--- src/rtl/stmt_lowerer_seq_serializer.sv ---
// ---------------------------------------------------------------------------
// stmt_lowerer_seq_serializer
//
// Transmit end of a framed serial link. A parallel word is accepted over a
// valid/ready handshake and shifted out on tx as
//     start(0) / data LSB first / optional parity / stop(1)
// with every serial bit held for DIV clock cycles.
//
// Ports:
//   clk              single clock, rising edge
//   rst              asynchronous, active-high reset
//   in_valid         producer has a word
//   in_ready         block can accept a word (high only in IDLE)
//   in_data          word to send (DATA_WIDTH bits)
//   parity_mode      2'b0? none, 2'b10 even, 2'b11 odd (sampled on accept)
//   tx               serial line, idles high, registered
//   busy             frame in progress
//   frame_count      completed frames, wraps 255 -> 0
//   first_one_idx    index of lowest set bit of the last accepted word
//   first_one_valid  last accepted word was nonzero
// ---------------------------------------------------------------------------
module stmt_lowerer_seq_serializer #(
    parameter int DATA_WIDTH = 8,
    parameter int DIV        = 4
) (
    input  logic                  clk,
    input  logic                  rst,
    input  logic                  in_valid,
    output logic                  in_ready,
    input  logic [DATA_WIDTH-1:0] in_data,
    input  logic [1:0]            parity_mode,
    output logic                  tx,
    output logic                  busy,
    output logic [7:0]            frame_count,
    output logic [((DATA_WIDTH > 1) ? $clog2(DATA_WIDTH) : 1)-1:0] first_one_idx,
    output logic                  first_one_valid
);

    // A 1-bit payload or DIV of 1 would give zero-width counters; keep them
    // at least one bit wide so the same code covers every legal parameter.
    localparam int IDX_W = (DATA_WIDTH > 1) ? $clog2(DATA_WIDTH) : 1;
    localparam int DIV_W = (DIV > 1) ? $clog2(DIV) : 1;

    localparam logic [DIV_W-1:0] DIV_LAST = DIV_W'(DIV - 1);
    localparam logic [IDX_W-1:0] BIT_LAST = IDX_W'(DATA_WIDTH - 1);

    localparam logic [2:0] ST_IDLE   = 3'd0;
    localparam logic [2:0] ST_START  = 3'd1;
    localparam logic [2:0] ST_DATA   = 3'd2;
    localparam logic [2:0] ST_PARITY = 3'd3;
    localparam logic [2:0] ST_STOP   = 3'd4;

    logic [2:0]            state_reg;
    logic [DATA_WIDTH-1:0] shift_reg;
    logic [1:0]            mode_reg;
    logic                  parity_reg;      // XOR of the accepted word
    logic [IDX_W-1:0]      bit_cnt_reg;
    logic [DIV_W-1:0]      div_cnt_reg;
    logic                  tx_reg;
    logic [7:0]            frame_count_reg;
    logic [IDX_W-1:0]      first_one_idx_reg;
    logic                  first_one_valid_reg;

    logic                  accept;
    logic                  div_last;
    logic [DATA_WIDTH-1:0] shift_shr;
    logic [IDX_W-1:0]      scan_idx;
    logic                  scan_found;

    assign in_ready        = (state_reg == ST_IDLE);
    assign busy            = (state_reg != ST_IDLE);
    assign tx              = tx_reg;
    assign frame_count     = frame_count_reg;
    assign first_one_idx   = first_one_idx_reg;
    assign first_one_valid = first_one_valid_reg;

    assign accept   = in_valid && in_ready;
    assign div_last = (div_cnt_reg == DIV_LAST);

    // Shift register moved one place toward the LSB, zero filling the top.
    genvar gi;
    generate
        for (gi = 0; gi < DATA_WIDTH; gi++) begin : g_shr
            if (gi == DATA_WIDTH - 1) begin : g_top
                assign shift_shr[gi] = 1'b0;
            end else begin : g_mid
                assign shift_shr[gi] = shift_reg[gi+1];
            end
        end
    endgenerate

    // Lowest set bit of the incoming word: ascending scan, stop at first hit.
    always_comb begin
        scan_idx   = '0;
        scan_found = 1'b0;
        for (int i = 0; i < DATA_WIDTH; i++) begin
            if (in_data[i]) begin
                scan_idx   = IDX_W'(i);
                scan_found = 1'b1;
                break;
            end
        end
    end

    // tx is registered, so every transition loads the line value of the
    // state/bit being entered; that keeps each bit exactly DIV cycles wide.
    always_ff @(posedge clk or posedge rst) begin
        if (rst) begin
            state_reg           <= ST_IDLE;
            shift_reg           <= '0;
            mode_reg            <= 2'b00;
            parity_reg          <= 1'b0;
            bit_cnt_reg         <= '0;
            div_cnt_reg         <= '0;
            tx_reg              <= 1'b1;
            frame_count_reg     <= 8'd0;
            first_one_idx_reg   <= '0;
            first_one_valid_reg <= 1'b0;
        end else begin
            case (state_reg)
                ST_IDLE: begin
                    tx_reg <= 1'b1;
                    if (accept) begin
                        shift_reg   <= in_data;
                        mode_reg    <= parity_mode;
                        parity_reg  <= ^in_data;
                        {first_one_valid_reg, first_one_idx_reg} <= {scan_found, scan_idx};
                        bit_cnt_reg <= '0;
                        div_cnt_reg <= '0;
                        tx_reg      <= 1'b0;
                        state_reg   <= ST_START;
                    end
                end

                ST_START: begin
                    if (div_last) begin
                        div_cnt_reg <= '0;
                        tx_reg      <= shift_reg[0];
                        state_reg   <= ST_DATA;
                    end else begin
                        div_cnt_reg <= div_cnt_reg + DIV_W'(1);
                    end
                end

                ST_DATA: begin
                    if (div_last) begin
                        div_cnt_reg <= '0;
                        if (bit_cnt_reg == BIT_LAST) begin
                            casez (mode_reg)
                                2'b0?: begin
                                    tx_reg    <= 1'b1;
                                    state_reg <= ST_STOP;
                                end
                                2'b10: begin
                                    tx_reg    <= parity_reg;
                                    state_reg <= ST_PARITY;
                                end
                                default: begin
                                    tx_reg    <= ~parity_reg;
                                    state_reg <= ST_PARITY;
                                end
                            endcase
                        end else begin
                            bit_cnt_reg <= bit_cnt_reg + IDX_W'(1);
                            shift_reg   <= shift_shr;
                            tx_reg      <= shift_shr[0];
                        end
                    end else begin
                        div_cnt_reg <= div_cnt_reg + DIV_W'(1);
                    end
                end

                ST_PARITY: begin
                    if (div_last) begin
                        div_cnt_reg <= '0;
                        tx_reg      <= 1'b1;
                        state_reg   <= ST_STOP;
                    end else begin
                        div_cnt_reg <= div_cnt_reg + DIV_W'(1);
                    end
                end

                ST_STOP: begin
                    if (div_last) begin
                        div_cnt_reg     <= '0;
                        tx_reg          <= 1'b1;
                        frame_count_reg <= frame_count_reg + 8'd1;
                        state_reg       <= ST_IDLE;
                    end else begin
                        div_cnt_reg <= div_cnt_reg + DIV_W'(1);
                    end
                end

                default: begin
                    div_cnt_reg <= '0;
                    tx_reg      <= 1'b1;
                    state_reg   <= ST_IDLE;
                end
            endcase
        end
    end

endmodule

--- config.mk ---
export PLATFORM = sky130hd
export DESIGN_NAME = stmt_lowerer_seq_serializer
export DESIGN_NICKNAME = d
export VERILOG_FILES = /design/src/rtl/stmt_lowerer_seq_serializer.sv
export SDC_FILE = /design/constraint.sdc
export NUM_CORES = 1
export LEC_CHECK = 0
export ABC_CLOCK_PERIOD_IN_PS = 4050
export BUFFER_PORTS_ARGS = -buffer_cell sky130_fd_sc_hd__clkbuf_2
export CAP_MARGIN = 20
export CORE_ASPECT_RATIO = 0.5
export CORE_MARGIN = 5
export CORE_UTILIZATION = 50
export DETAILED_ROUTE_END_ITERATION = 7
export PLACE_DENSITY = 0.72
export SLEW_MARGIN = 5
export SYNTH_ARGS = -nofsm -noshare
export SYNTH_HDL_FRONTEND = slang
export SYNTH_SLANG_ARGS = --single-unit
--- constraint.sdc ---
create_clock -name clk -period 4.05 [get_ports clk]
set_input_delay 1.0125 -clock clk [delete_from_list [all_inputs] [get_ports clk]]
set_output_delay 1.0125 -clock clk [all_outputs]
set_load 0.005 [all_outputs]
==> results of run 1 <==
kinds of logic after synthesis:
kind of cell | count (synthesis) | synth area share [%]
AND/OR/NAND/NOR | 61 | 19.2
AO/OA/AOI/OAI | 41 | 13.9
flip-flops | 32 | 46.0
buffers and inverters | 19 | 5.82
XOR/XNOR | 13 | 6.54
multiplexers | 7 | 4.17
adder cells (fa/ha/maj) | 6 | 4.31
area by class of cell:
type	instances	area, sq um
flip-flops and latches	32	802
fillers	309	1420
multi-input cells	128	838
clock buffers	6	82.6
repair buffers	28	143
clock inverters	2	10.0
inverters	11	41.3
well taps	51	63.8
stage by stage:
step | worst slack, ps | util [%]
floorplan | 2000 | -
global placement | 1860 | 55.6
detailed placement | 1810 | 55.6
CTS | 1580 | 58.3
global route | 1500 | 58.3
finish | 1590 | 58.3
synthesized netlist by cell type (2+ instances only):
library cell	instances
o21a_1	2
o21ai_0	11
nand2_1	21
o32ai_1	3
mux2_2	2
nand4_1	2
a21oi_1	19
ha_1	6
mux2i_1	5
dfrtp_1	31
inv_1	11
buf_2	3
xor2_1	3
nand2b_1	2
buf_6	3
xnor2_1	10
nand3_1	4
nor2_1	19
power by group through the flow:
stage / Clock (mW) / Sequential (mW) / Combinational (mW)
finish: 0.248 / 0.533 / 0.424
CTS: 0.256 / 0.532 / 0.430
global placement: 0 / 0.533 / 0.417
detailed placement: 0 / 0.537 / 0.425
global route: 0.271 / 0.552 / 0.491
floorplan: 0 / 0.492 / 0.388
worst max-delay path: cells and delay by family, from the launching register on:
kind | cells | cell delay [ps]
buffers and inverters | 2 | 160
flip-flops | 1 | 550
AND/OR/NAND/NOR | 1 | 470
metal layers:
metal / part of all wire, % / vias to the layer above
met4: 0.50 / 0
met5: 0 / -
met1: 49 / 616
met2: 46 / 33
li1: - / 668
met3: 4.3 / 2
worst paths after layout:
check	start	endpoint	slack [ps]
min reg2reg	frame_count[7]$_DFFE_PP0P_	frame_count[7]$_DFFE_PP0P_	480
min in group asynchronous	rst	shift_reg[6]$_DFFE_PP0P_	890
max	state_reg[0]$_DFFE_PP0P_	in_ready	1590
min	frame_count[7]$_DFFE_PP0P_	frame_count[7]$_DFFE_PP0P_	480
max reg2reg	state_reg[1]$_DFFE_PP0P_	tx$_DFFE_PP1P_	2140
max in group asynchronous	rst	shift_reg[0]$_DFFE_PP0P_	2490
==> results.cfg, run 1 <==
[outcome]
status = finished clean

[critical_path]
required_ps = 3040
arrival_ps = 1450
cp_cell_sequence = or3_4 -> inv_1 -> clkbuf_2
critPathLaunchType = flip-flop
setup.worst_path.class = reg2out
path_max_fanout = 13
crit_path_end_kind = output pin
cp_slowest_cell = dfrtp_1
cpPeakStageDelay_ps = 550
rr_worst_depth = 4

[cts]
clkSinkCount = 32
clock-root-buffer = clkbuf_8
cts_max_level = 2
clock_latency_ps = 280
hold_buffers = 0
clockBufferDepth = 2
cts_buffers = 5
post_cts_buffers = 0
cts.clk_slew.worst_paths_ps = 60
cts_tree = built
cts_resized = 0

[global_routing]
grt_max_degree = 24
use_met2_pct = 24.6
antenna_found_initial = 0
grt_pass1_wl_mm = 5.56
grt_util_met3_pct = 4.05
track_usage_pct = 14.8
grt_util_met1_pct = 18.9
grt_pass1_vias = 1250
overflow = 0
gr-max-usage-layer = met2

[power_and_ir_drop]
p_int_mw = 0.757
ir_drop_uv = 291
power_switching_mw = 0.448
p_total_mw = 1.21
combPwrFrac_pct = 35.2
p_leak_nw = 0.939
pwr-share-seq_pct = 44.2
swShare_pct = 37.1
power_frac_clock_pct = 20.6
power.density_nw_per_um2 = 608

[sta]
finalHoldViolCount = 0
worst_pin_slew_ps = 874
period_share_pct = 60.8
period_minus_slack_ps = 2460
fin_hold_ws_ps = 477
fin_setup_tns_ps = 0
finClkSkew_ps = 3.03
slew_headroom_pct = 41.7
finalMaxSlewViolations = 0
setup_viol = 0
rsz0062_at_grt = no
fmax_ghz = 0.406

[finish]
final_common_cell = dfrtp_1
num_antenna_cells = 0
drive_gt1_share_pct = 21.3
syn2layout_area_growth_pct = 13.7
final_net_count = 225
stdcell_area_sq_um = 1980
final_cell_mix = dfrtp_1, clkbuf_2, nand2_1, nor2_1, a21oi_1
final_cells = 258

[synthesis]
ys_warn_count = 0
synth_edf_count = 0
ys_types = 40
seq_area_frac_synth_pct = 46.0
synth_top_area_share_pct = 44.5
ys_top_cells_by_area = dfrtp_1, a21oi_1, xnor2_1, nand2_1, ha_1
synthArstFlopShare_pct = 100
syn-cell-area_sq_um = 1740
synth_area_per_cell_sq_um = 9.73
synth_top_area_cell = dfrtp_1
synth_fp_nets = 198
syn_inst = 179
ys.flop_type = dfrtp_1
ys_ff_latch = 32

[placed_design]
gp_congestion = 0.862
dpl.cell_count = 250
dpl.hpwl_mm = 2.28
place_area_sq_um = 1890
port_buffers = 27

[hold_path]
hold_class = reg2reg
hold_depth = 1

[route]
avgViaCountPerCell = 5.11
post_drt_wl_per_cell_microns = 12.4
drt_iter0_drc = 39
drc = 0
finalWirelength_mm = 3.19
dr.pass1.iters = 5
vias = 1319
detail-route-antenna-nets = 0

[die]
core_sq_um = 3400
ios = 28
die_w_microns = 93.5
die_y_microns = 51.7
dieArea_sq_um = 4840
initial_core_util_pct = 51.3
num_rows = 15

[run]
maxCapViolCount = 0
Note: power is estimated with default switching activity, not from simulation.
==> run 2: changes to the inputs <==
Settings changed: ABC_AREA set to 1, ABC_CLOCK_PERIOD_IN_PS 4050 to 2100, PLACE_DENSITY 0.72 to 0.74.
Clock period 4.05 ns to 2.1 ns, I/O delays scaled along.
==> run 2 against run 1 <==
Against the previous run:
- area after synthesis grew 7.0%
- wire length grew 16%
- critical path type unchanged
- power grew 110%
- final area grew 7.0%
- critical endpoint unchanged
- largest power group is now combinational cells
- non-clock buffer count is the same
- combinational power grew to 2.6 times the previous value
==> results.cfg, run 2 <==
[critical_path]
setup.worst_path.class = reg2out
required_ps = 1570
critPathLaunchType = flip-flop
arrival_ps = 1270
path_max_fanout = 7
crit_path_end_kind = output pin

[synthesis]
synth_most_common_cell = nand2_1
synth_edf_count = 0
synth_top_area_share_pct = 41.6
synth_top_area_cell = dfrtp_1
ys_warn_count = 0
ys_types = 28
ys_top_cells_by_area = dfrtp_1, nand2_1, nand3_1, inv_1, ha_1
syn-cell-area_sq_um = 1860
ys.flop_type = dfrtp_1
ys_ff_latch = 32
synthArstFlopShare_pct = 100
syn_inst = 245
synth_area_per_cell_sq_um = 7.60
seq_area_frac_synth_pct = 43.0
synth_fp_nets = 264
synth_common_cells = nand2_1, dfrtp_1, inv_1

[global_routing]
antenna_found_initial = 0
grt_pass1_vias = 1468
overflow = 0
grt_max_degree = 33
grt_pass1_wl_mm = 6.46
track_usage_pct = 16.6

[route]
dr.pass1.iters = 4
drt_iter0_drc = 58
vias = 1588
finalWirelength_mm = 3.69
post_drt_wl_per_cell_microns = 11.2
detail-route-antenna-nets = 0
avgViaCountPerCell = 4.83
drc = 0

[cts]
cts.clk_slew.worst_paths_ps = 60
cts_max_level = 2
clkSinkCount = 32
cts_tree = built
hold_buffers = 0
clockBufferDepth = 2
clock_latency_ps = 280
clock-root-buffer = clkbuf_8
post_cts_buffers = 0
cts_buffers = 5
cts_resized = 0

[finish]
final_cells = 329
n_fill_cell = 333
multi_input_area_sq_um = 898
syn2layout_area_growth_pct = 13.8
num_antenna_cells = 0
drive_gt1_share_pct = 17.3
final_cell_mix = nand2_1, dfrtp_1, inv_1, nand3_1, clkbuf_2
stdcell_area_sq_um = 2120
final_net_count = 296
final_common_cell = nand2_1
layout.area.seq_sq_um = 802
final_util_pct = 60.4

[power_and_ir_drop]
power.density_nw_per_um2 = 1200
p_leak_nw = 1.20
p_total_mw = 2.55
ir_drop_uv = 374

[die]
ios = 28
initial_core_util_pct = 53.1
die_w_microns = 96.3
core_sq_um = 3510
dieArea_sq_um = 5120
num_rows = 15
die_y_microns = 53.2

[sta]
period_share_pct = 85.6
setup_viol = 0
finalMaxSlewViolations = 0
fin_setup_tns_ps = 0
rsz0062_at_grt = no
slew_headroom_pct = 69.3
finalHoldViolCount = 0
finClkSkew_ps = 7.84
period_minus_slack_ps = 1800
worst_pin_slew_ps = 460
fmax_ghz = 0.557

[placed_design]
port_buffers = 27
dpl.hpwl_mm = 2.81
place_area_sq_um = 2040
gp_congestion = 0.809
dpl.cell_count = 321

[outcome]
status = finished clean

[hold_path]
hold_class = in2async

[run]
maxCapViolCount = 0
## run 2: cell types whose count changed after synthesis, sizes merged, moves of 8 or more
cell and delta:
nand3 +26, nand2 +72, nor2 -10, o21ai +8, a21oi -18, inv +23, xnor2 -8
## run 2: cell families (layout without fill, tap and decap cells)
group / Yosys count / count (layout) / share of synthesized area, %
flip-flops: 32 / 32 / 43.0
XOR/XNOR: 7 / 7 / 3.29
buffers and inverters: 37 / 70 / 8.73
adder cells (fa/ha/maj): 6 / 6 / 4.03
AND/OR/NAND/NOR: 141 / 141 / 34.0
AO/OA/AOI/OAI: 22 / 22 / 6.92
## run 2: area by class of cell
| cell class | count | share of cell area (%) |
|---|---|---|
| clock buffers | 8 | 3.78 |
| inverters | 34 | 6.26 |
| multi-input cells | 176 | 42.4 |
| flip-flops and latches | 32 | 37.8 |
| well taps | 51 | 3.01 |
| repair buffers | 28 | 6.73 |
## run 2: worst max-delay path: stages (launching register included)
cell and delay (ps):
dfrtp_1 490, nor2_4 200, nand2_2 110, inv_4 90, clkbuf_2 110
## run 2: stage by stage
stage / hold slack, ps / setup slack [ps]
after floorplan: 442 / 689
after global placement: 455 / 391
after detailed placement: 459 / 338
after CTS: 320 / 303
after global routing: 341 / 177
final: 304 / 303
## run 2: report_power, final
| group | switching, mW | internal, mW |
|---|---|---|
| clock network | 0.207 | 0.235 |
| logic | 0.717 | 0.389 |
| registers | 0.173 | 0.827 |
| total | 1.10 | 1.45 |
## run 2: final timing paths
check | start | endpoint | slack, ps | cells after the start
worst max-delay path | state_reg[0]$_DFFE_PP0P_ | in_ready | 300 | 4
worst min-delay path | rst | div_cnt_reg[0]$_DFFE_PP0N_ | 300 | 3
worst max register to register | bit_cnt_reg[0]$_DFFE_PP0P_ | shift_reg[3]$_DFFE_PP0P_ | 310 | 6
worst min register to register | tx$_DFFE_PP1P_ | tx$_DFFE_PP1P_ | 470 | 2
max in group asynchronous | rst | tx$_DFFE_PP1P_ | 1460 | 3
min in group clk | parity_mode[1] | mode_reg[1]$_DFFE_PP0P_ | 470 | 3
## run 2: metal layers
metal	part of all wire (%)	global-route usage, %	vias up
met5	0	0	-
met4	1.2	5.81	0
met3	4.3	4.40	5
met2	45	26.7	25
met1	49	21.6	714
li1	-	-	844
